## config.mk

```make
export PLATFORM = sky130hd
export DESIGN_NAME = mips_bus_arbiter
export DESIGN_NICKNAME = d
export VERILOG_FILES = /design/src/rtl/mips_bus_pkg.sv /design/src/rtl/mips_bus_watchdog.sv /design/src/rtl/mips_bus_arbiter.sv
export SDC_FILE = /design/constraint.sdc
export NUM_CORES = 1
export LEC_CHECK = 0
export ABC_AREA = 1
export CAP_MARGIN = 30
export CORE_ASPECT_RATIO = 1.75
export CORE_MARGIN = 3
export CORE_UTILIZATION = 38
export DETAILED_ROUTE_END_ITERATION = 10
export PLACE_DENSITY = 0.78
export SYNTH_ARGS = -nofsm -noshare
export SYNTH_HDL_FRONTEND = slang
export SYNTH_HIERARCHICAL = 1
export SYNTH_SLANG_ARGS = --single-unit
```

## constraint.sdc

```tcl
create_clock -name clk -period 1.7 [get_ports clk]
set_clock_uncertainty 0.15 [all_clocks]
set_input_delay 0.34 -clock clk [delete_from_list [all_inputs] [get_ports clk]]
set_output_delay 0.34 -clock clk [all_outputs]
set_load 0.01 [all_outputs]
```

## src/rtl/mips_bus_pkg.sv

```systemverilog
// Shared types and constants for the CPU bus arbiter slice.
package mips_bus_pkg;

  typedef enum logic [1:0] {
    IDLE      = 2'd0,
    BUS_FETCH = 2'd1,
    BUS_DATA  = 2'd2
  } arb_state_t;

  typedef enum logic {
    GRANT_FETCH = 1'b0,
    GRANT_DATA  = 1'b1
  } grant_t;

  localparam logic [3:0]  BE_WORD         = 4'b1111;
  localparam logic [31:0] ADDR_ALIGN_MASK = 32'hFFFF_FFFC;

  // Word-align a byte address; the bus only ever sees word addresses.
  function automatic logic [31:0] align_word(input logic [31:0] a);
    return a & ADDR_ALIGN_MASK;
  endfunction

endpackage

```

## src/rtl/mips_bus_watchdog.sv

```systemverilog
// Wait-state watchdog: counts stalled cycles of the current bus transaction
// and flags a timeout on the cycle the count would reach MAX_WAIT.
// MAX_WAIT = 0 disables it; MAX_WAIT must stay below 2**WAIT_W.
module mips_bus_watchdog
  import mips_bus_pkg::*;
#(
  parameter int MAX_WAIT = 0,
  parameter int WAIT_W   = 8
) (
  input  logic clk,
  input  logic reset,
  input  logic start,
  input  logic busy,
  input  logic waitrequest,
  output logic timeout
);

  localparam logic              ENABLE = (MAX_WAIT > 0);
  localparam logic [WAIT_W-1:0] LIMIT  = WAIT_W'((MAX_WAIT > 0) ? MAX_WAIT - 1 : 0);

  logic [WAIT_W-1:0] cnt;

  // Stall counter: cleared when a transaction is granted, counts stalled cycles.
  always_ff @(posedge clk or negedge reset) begin
    if (!reset) begin
      cnt <= '0;
    end else if (start) begin
      cnt <= '0;
    end else if (ENABLE && busy && waitrequest) begin
      cnt <= cnt + 1'b1;
    end
  end

  // Fires on the MAX_WAIT-th consecutive stalled cycle of a transaction.
  assign timeout = ENABLE && busy && waitrequest && (cnt == LIMIT);

endmodule

```

## src/rtl/mips_bus_arbiter.sv

```systemverilog
// Two-port arbiter (instruction fetch / data load-store) in front of a single
// Avalon-MM master. One transaction at a time, round-robin on ties.
//
// Handshakes:
//   Requester side: a port raises req with stable addr/data and holds it until
//   its ack pulses for one cycle; rdata is valid while ack is high. A port whose
//   ack is high this cycle is not eligible, so a req held through the ack cycle
//   is never serviced twice.
//   Bus side: read/write and all command fields are held stable while
//   waitrequest=1; the transfer completes on the cycle waitrequest=0, and
//   readdata is sampled in that cycle.
module mips_bus_arbiter
  import mips_bus_pkg::*;
#(
  parameter int MAX_WAIT = 0,
  parameter int WAIT_W   = 8
) (
  input  logic        clk,
  input  logic        reset,
  input  logic        f_req,
  input  logic [31:0] f_addr,
  output logic        f_ack,
  output logic [31:0] f_rdata,
  input  logic        d_req,
  input  logic        d_write,
  input  logic [31:0] d_addr,
  input  logic [31:0] d_wdata,
  input  logic [3:0]  d_byteen,
  output logic        d_ack,
  output logic [31:0] d_rdata,
  output logic        bus_error,
  output logic [31:0] address,
  output logic        read,
  output logic        write,
  output logic [31:0] writedata,
  output logic [3:0]  byteenable,
  input  logic        waitrequest,
  input  logic [31:0] readdata,
  output logic [1:0]  dbg_state
);

  arb_state_t state_q, state_d;
  grant_t     last_q, last_d;

  logic f_elig, d_elig;
  logic grant_f, grant_d;
  logic busy, done, timeout, finish;

  logic [31:0] address_d, writedata_d, f_rdata_d, d_rdata_d;
  logic [3:0]  byteenable_d;
  logic        read_d, write_d, f_ack_d, d_ack_d, bus_error_d;

  assign f_elig    = f_req && !f_ack;
  assign d_elig    = d_req && !d_ack;
  assign busy      = (state_q != IDLE);
  assign done      = busy && !waitrequest;
  // done and timeout are exclusive: timeout needs waitrequest=1.
  assign finish    = done || timeout;
  assign dbg_state = state_q;

  mips_bus_watchdog #(
    .MAX_WAIT (MAX_WAIT),
    .WAIT_W   (WAIT_W)
  ) u_watchdog (
    .clk         (clk),
    .reset       (reset),
    .start       (grant_f || grant_d),
    .busy        (busy),
    .waitrequest (waitrequest),
    .timeout     (timeout)
  );

  // FSM state and round-robin pointer registers.
  always_ff @(posedge clk or negedge reset) begin
    if (!reset) begin
      state_q <= IDLE;
      last_q  <= GRANT_FETCH;
    end else begin
      state_q <= state_d;
      last_q  <= last_d;
    end
  end

  // Next state: arbitrate in IDLE, leave BUS_* on completion or timeout.
  always_comb begin
    state_d = state_q;
    last_d  = last_q;
    grant_f = 1'b0;
    grant_d = 1'b0;
    case (state_q)
      IDLE: begin
        if (f_elig && d_elig) begin
          if (last_q == GRANT_FETCH) grant_d = 1'b1;
          else                       grant_f = 1'b1;
        end else if (f_elig) begin
          grant_f = 1'b1;
        end else if (d_elig) begin
          grant_d = 1'b1;
        end
        if (grant_f) begin
          state_d = BUS_FETCH;
          last_d  = GRANT_FETCH;
        end else if (grant_d) begin
          state_d = BUS_DATA;
          last_d  = GRANT_DATA;
        end
      end
      BUS_FETCH, BUS_DATA: begin
        if (finish) state_d = IDLE;
      end
      default: state_d = IDLE;
    endcase
  end

  // Output next values: load the command on grant, drop it and ack on finish.
  always_comb begin
    address_d    = address;
    read_d       = read;
    write_d      = write;
    writedata_d  = writedata;
    byteenable_d = byteenable;
    f_rdata_d    = f_rdata;
    d_rdata_d    = d_rdata;
    f_ack_d      = 1'b0;
    d_ack_d      = 1'b0;
    bus_error_d  = bus_error;
    if (grant_f) begin
      address_d    = align_word(f_addr);
      read_d       = 1'b1;
      write_d      = 1'b0;
      byteenable_d = BE_WORD;
    end else if (grant_d) begin
      address_d    = align_word(d_addr);
      read_d       = !d_write;
      write_d      = d_write;
      byteenable_d = d_byteen;
      writedata_d  = d_wdata;
    end else if (finish) begin
      read_d  = 1'b0;
      write_d = 1'b0;
      if (timeout) bus_error_d = 1'b1;
      if (state_q == BUS_FETCH) begin
        f_ack_d   = 1'b1;
        f_rdata_d = timeout ? 32'h0000_0000 : readdata;
      end else begin
        d_ack_d = 1'b1;
        if (timeout)   d_rdata_d = 32'h0000_0000;
        else if (read) d_rdata_d = readdata;
      end
    end
  end

  // Registered bus command, acks, read data and sticky error.
  always_ff @(posedge clk or negedge reset) begin
    if (!reset) begin
      address    <= '0;
      read       <= 1'b0;
      write      <= 1'b0;
      writedata  <= '0;
      byteenable <= '0;
      f_rdata    <= '0;
      d_rdata    <= '0;
      f_ack      <= 1'b0;
      d_ack      <= 1'b0;
      bus_error  <= 1'b0;
    end else begin
      address    <= address_d;
      read       <= read_d;
      write      <= write_d;
      writedata  <= writedata_d;
      byteenable <= byteenable_d;
      f_rdata    <= f_rdata_d;
      d_rdata    <= d_rdata_d;
      f_ack      <= f_ack_d;
      d_ack      <= d_ack_d;
      bus_error  <= bus_error_d;
    end
  end

endmodule

```

==> flow_summary.json <==
{
  "status": "finished, final reports clean",
  "setup_viol": 0,
  "design_area_sq_um": 9882,
  "grt_max_degree": 67,
  "p_leak_uw": 0.005584,
  "cpLargestDelayFamily": "buffers and inverters",
  "ys_seq_area_share_pct": 54.99,
  "crit_type": "flip-flop to output pin",
  "cp.depth": 2,
  "cts_tree": "done",
  "grtUsageTotal_pct": 21.81,
  "path_buf_inv": 2,
  "grt_first_pass_wirelength_microns": 30820,
  "rrSetupSlack_ns": 0.09,
  "cts.path.max_buffers": 2,
  "globalplace.congestion": 0.8109,
  "ys_types": 19,
  "root_buffer": "clkbuf_16",
  "num_io_pins": 277,
  "hold_viol": 0,
  "routed_wl_microns": 19430,
  "fin_nets": 1230,
  "multi_input_area_sq_um": 2253,
  "yosysWarnings": 6,
  "clk_latency_ns": 0.40,
  "ys_seq_elements": 138,
  "path_max_fanout": 3,
  "initial_core_util_pct": 39.18,
  "grt_overflow": 0,
  "slowest_stage": "dfrtp_1",
  "busiest_layer": "met2",
  "hold_ws_ns": 0.3090,
  "syn-mean-instance-area_sq_um": 7.696,
  "diodes": 0,
  "antenna_left": 0,
  "cts_sinks": 138,
  "dpl.cell_count": 1259,
  "netlist_area_sq_um": 6280,
  "layout_min_cycle_time_ns": 1.654,
  "utilization_pct": 61.66,
  "hold_path.class": "input pin to async pin",
  "antenna_found_initial": 0,
  "clkTransAtPathRegs_ns": 0.06,
  "viasPerCell": 4.692,
  "final_common_cell": "nand2_1",
  "met2_usage_pct": 37.86,
  "numPortBuffers": 270,
  "wl_per_cell_microns": 15.06,
  "drt_first_pass_iters": 4,
  "gr-usage-met3_pct": 4.310,
  "cts_buffers": 17,
  "final_cells": 1290,
  "dieArea_sq_um": 18170,
  "die_w_microns": 103.2,
  "seqCellArea_sq_um": 3453,
  "irDropWorstVdd_v": 0.0008089,
  "fp.coreArea_sq_um": 16030,
  "endpoint_kind": "output pin",
  "cp.arrival_ns": 1.16,
  "tns_ns": 0,
  "rows": 61,
  "drive_above_1_share_pct": 7.175,
  "p_per_area_nw_per_um2": 1701,
  "drc": 0,
  "hpwl_microns": 14120,
  "timing.final.crit_share_pct": 97.31,
  "cap_violations": 0,
  "path_cells": "buf_4 > clkdlybuf4s15_1",
  "placed_area_sq_um": 9405,
  "synthCells": 816,
  "post_cts.repair.setup_buffers": 0,
  "slew_violations": 0,
  "start_kind": "flip-flop",
  "gr-usage-met1_pct": 25.34,
  "r2r_cells": 8,
  "cp_slowest_stage_delay_ns": 0.37,
  "syn_to_final_growth_pct": 57.36,
  "grt_pass1_vias": 6078,
  "vias": 6053,
  "drt_iter0_drc": 247,
  "fp.dieH_microns": 176.1,
  "clock.fmax_mhz": 604.5,
  "htreeDepth": 4,
  "fillers": 1459,
  "critPathRequiredTime_ns": 1.21,
  "mostFrequentLayoutCells": "nand2_1, dfrtp_1, dlygate4sd2_1"
}
-- timing repair --
| action | in CTS | in global routing |
|---|---|---|
| pin swaps | 0 | 3 |
| resized for setup | 141 | 10 |
| hold buffers | 1 | 0 |
| endpoints found under the hold margin | 138 | 0 |
| endpoints found under the setup margin | 272 | 82 |
-- stage by stage --
stage / power [uW] / setup WS (ns)
finish: 16810 / 0.04574
global route: 18020 / -0.007719
CTS: 16960 / 0.02136
detailed placement: 14210 / -0.2334
global placement: 14030 / -0.1983
floorplan: 9286 / -0.008777
-- where the power goes --
part / internal [uW] / total [uW] / switching [uW]
Sequential: 4840 / 5620 / 787
Clock: 2310 / 3770 / 1450
Combinational: 3210 / 7420 / 4210
Total: 10400 / 16800 / 6450
-- cells by family (layout without fill, tap and decap cells) --
group	count (synthesis)	count (layout)	synth area share [%]
fa+ha+maj	2	2	0.3984
flops	138	138	54.99
buf+inv	159	443	10.32
compound gates	12	12	1.295
other cells	2	3	0.1196
simple gates	503	503	32.88
-- metal layers --
| metal | share of wire, % | routed length (microns) |
|---|---|---|
| met1 | 38 | 7374 |
| met2 | 53 | 10390 |
| met3 | 4.5 | 869 |
| met4 | 4.1 | 791 |
| met5 | 0 | 0 |
-- final cells by class --
class                           instances  area share (%)
Clock buffer                           17           4.305
Sequential cell                       138           34.95
Clock inverter                         13           1.722
Tap cell                              189           2.393
Inverter                              110           4.178
Multi-Input combinational cell        520           22.80
Timing Repair Buffer                  303           29.65
-- flip-flops by register name, indices dropped and copies added, names as in the netlist, 2 cells and up --
register	flops
d_rdata	32
f_rdata	32
writedata	32
address	30
byteenable	4
dbg_state	2
-- worst paths after layout --
path	start	endpoint
worst max-delay path	dbg_state[0]$_DFFE_PN0P_	dbg_state[0]
worst min-delay path	reset	writedata[19]$_DFFE_PN0P_
worst max register to register	dbg_state[1]$_DFFE_PN0P_	f_rdata[2]$_DFFE_PN0P_
worst min register to register	d_rdata[16]$_DFFE_PN0P_	d_rdata[16]$_DFFE_PN0P_
max in group asynchronous	reset	address[28]$_DFFE_PN0P_
min in group clk	d_rdata[16]$_DFFE_PN0P_	d_rdata[16]$_DFFE_PN0P_
-- synth_stat cells --
master	number	share of area, %
nand2_2	1	0.10
dfrtp_1	138	55
conb_1	2	0.12
nand4_1	32	3.2
o21ai_2	1	0.14
nor2_1	38	2.3
nand3_1	68	5.4
o21ai_0	8	0.64
nor2_4	1	0.18
inv_1	110	6.6
buf_2	29	2.3
nand2_1	362	22
o21ai_4	1	0.26
ha_1	2	0.40
a21oi_2	1	0.14
buf_4	4	0.48
clkbuf_1	16	0.96
o21bai_1	1	0.12
nor3_1	1	0.080
-- tightest hold or removal path, cell delays in order --
cell and delay [ns]:
dlygate4sd3_1 0.54, buf_6 0.12, buf_12 0.22
(Power assumes the default switching activity.)
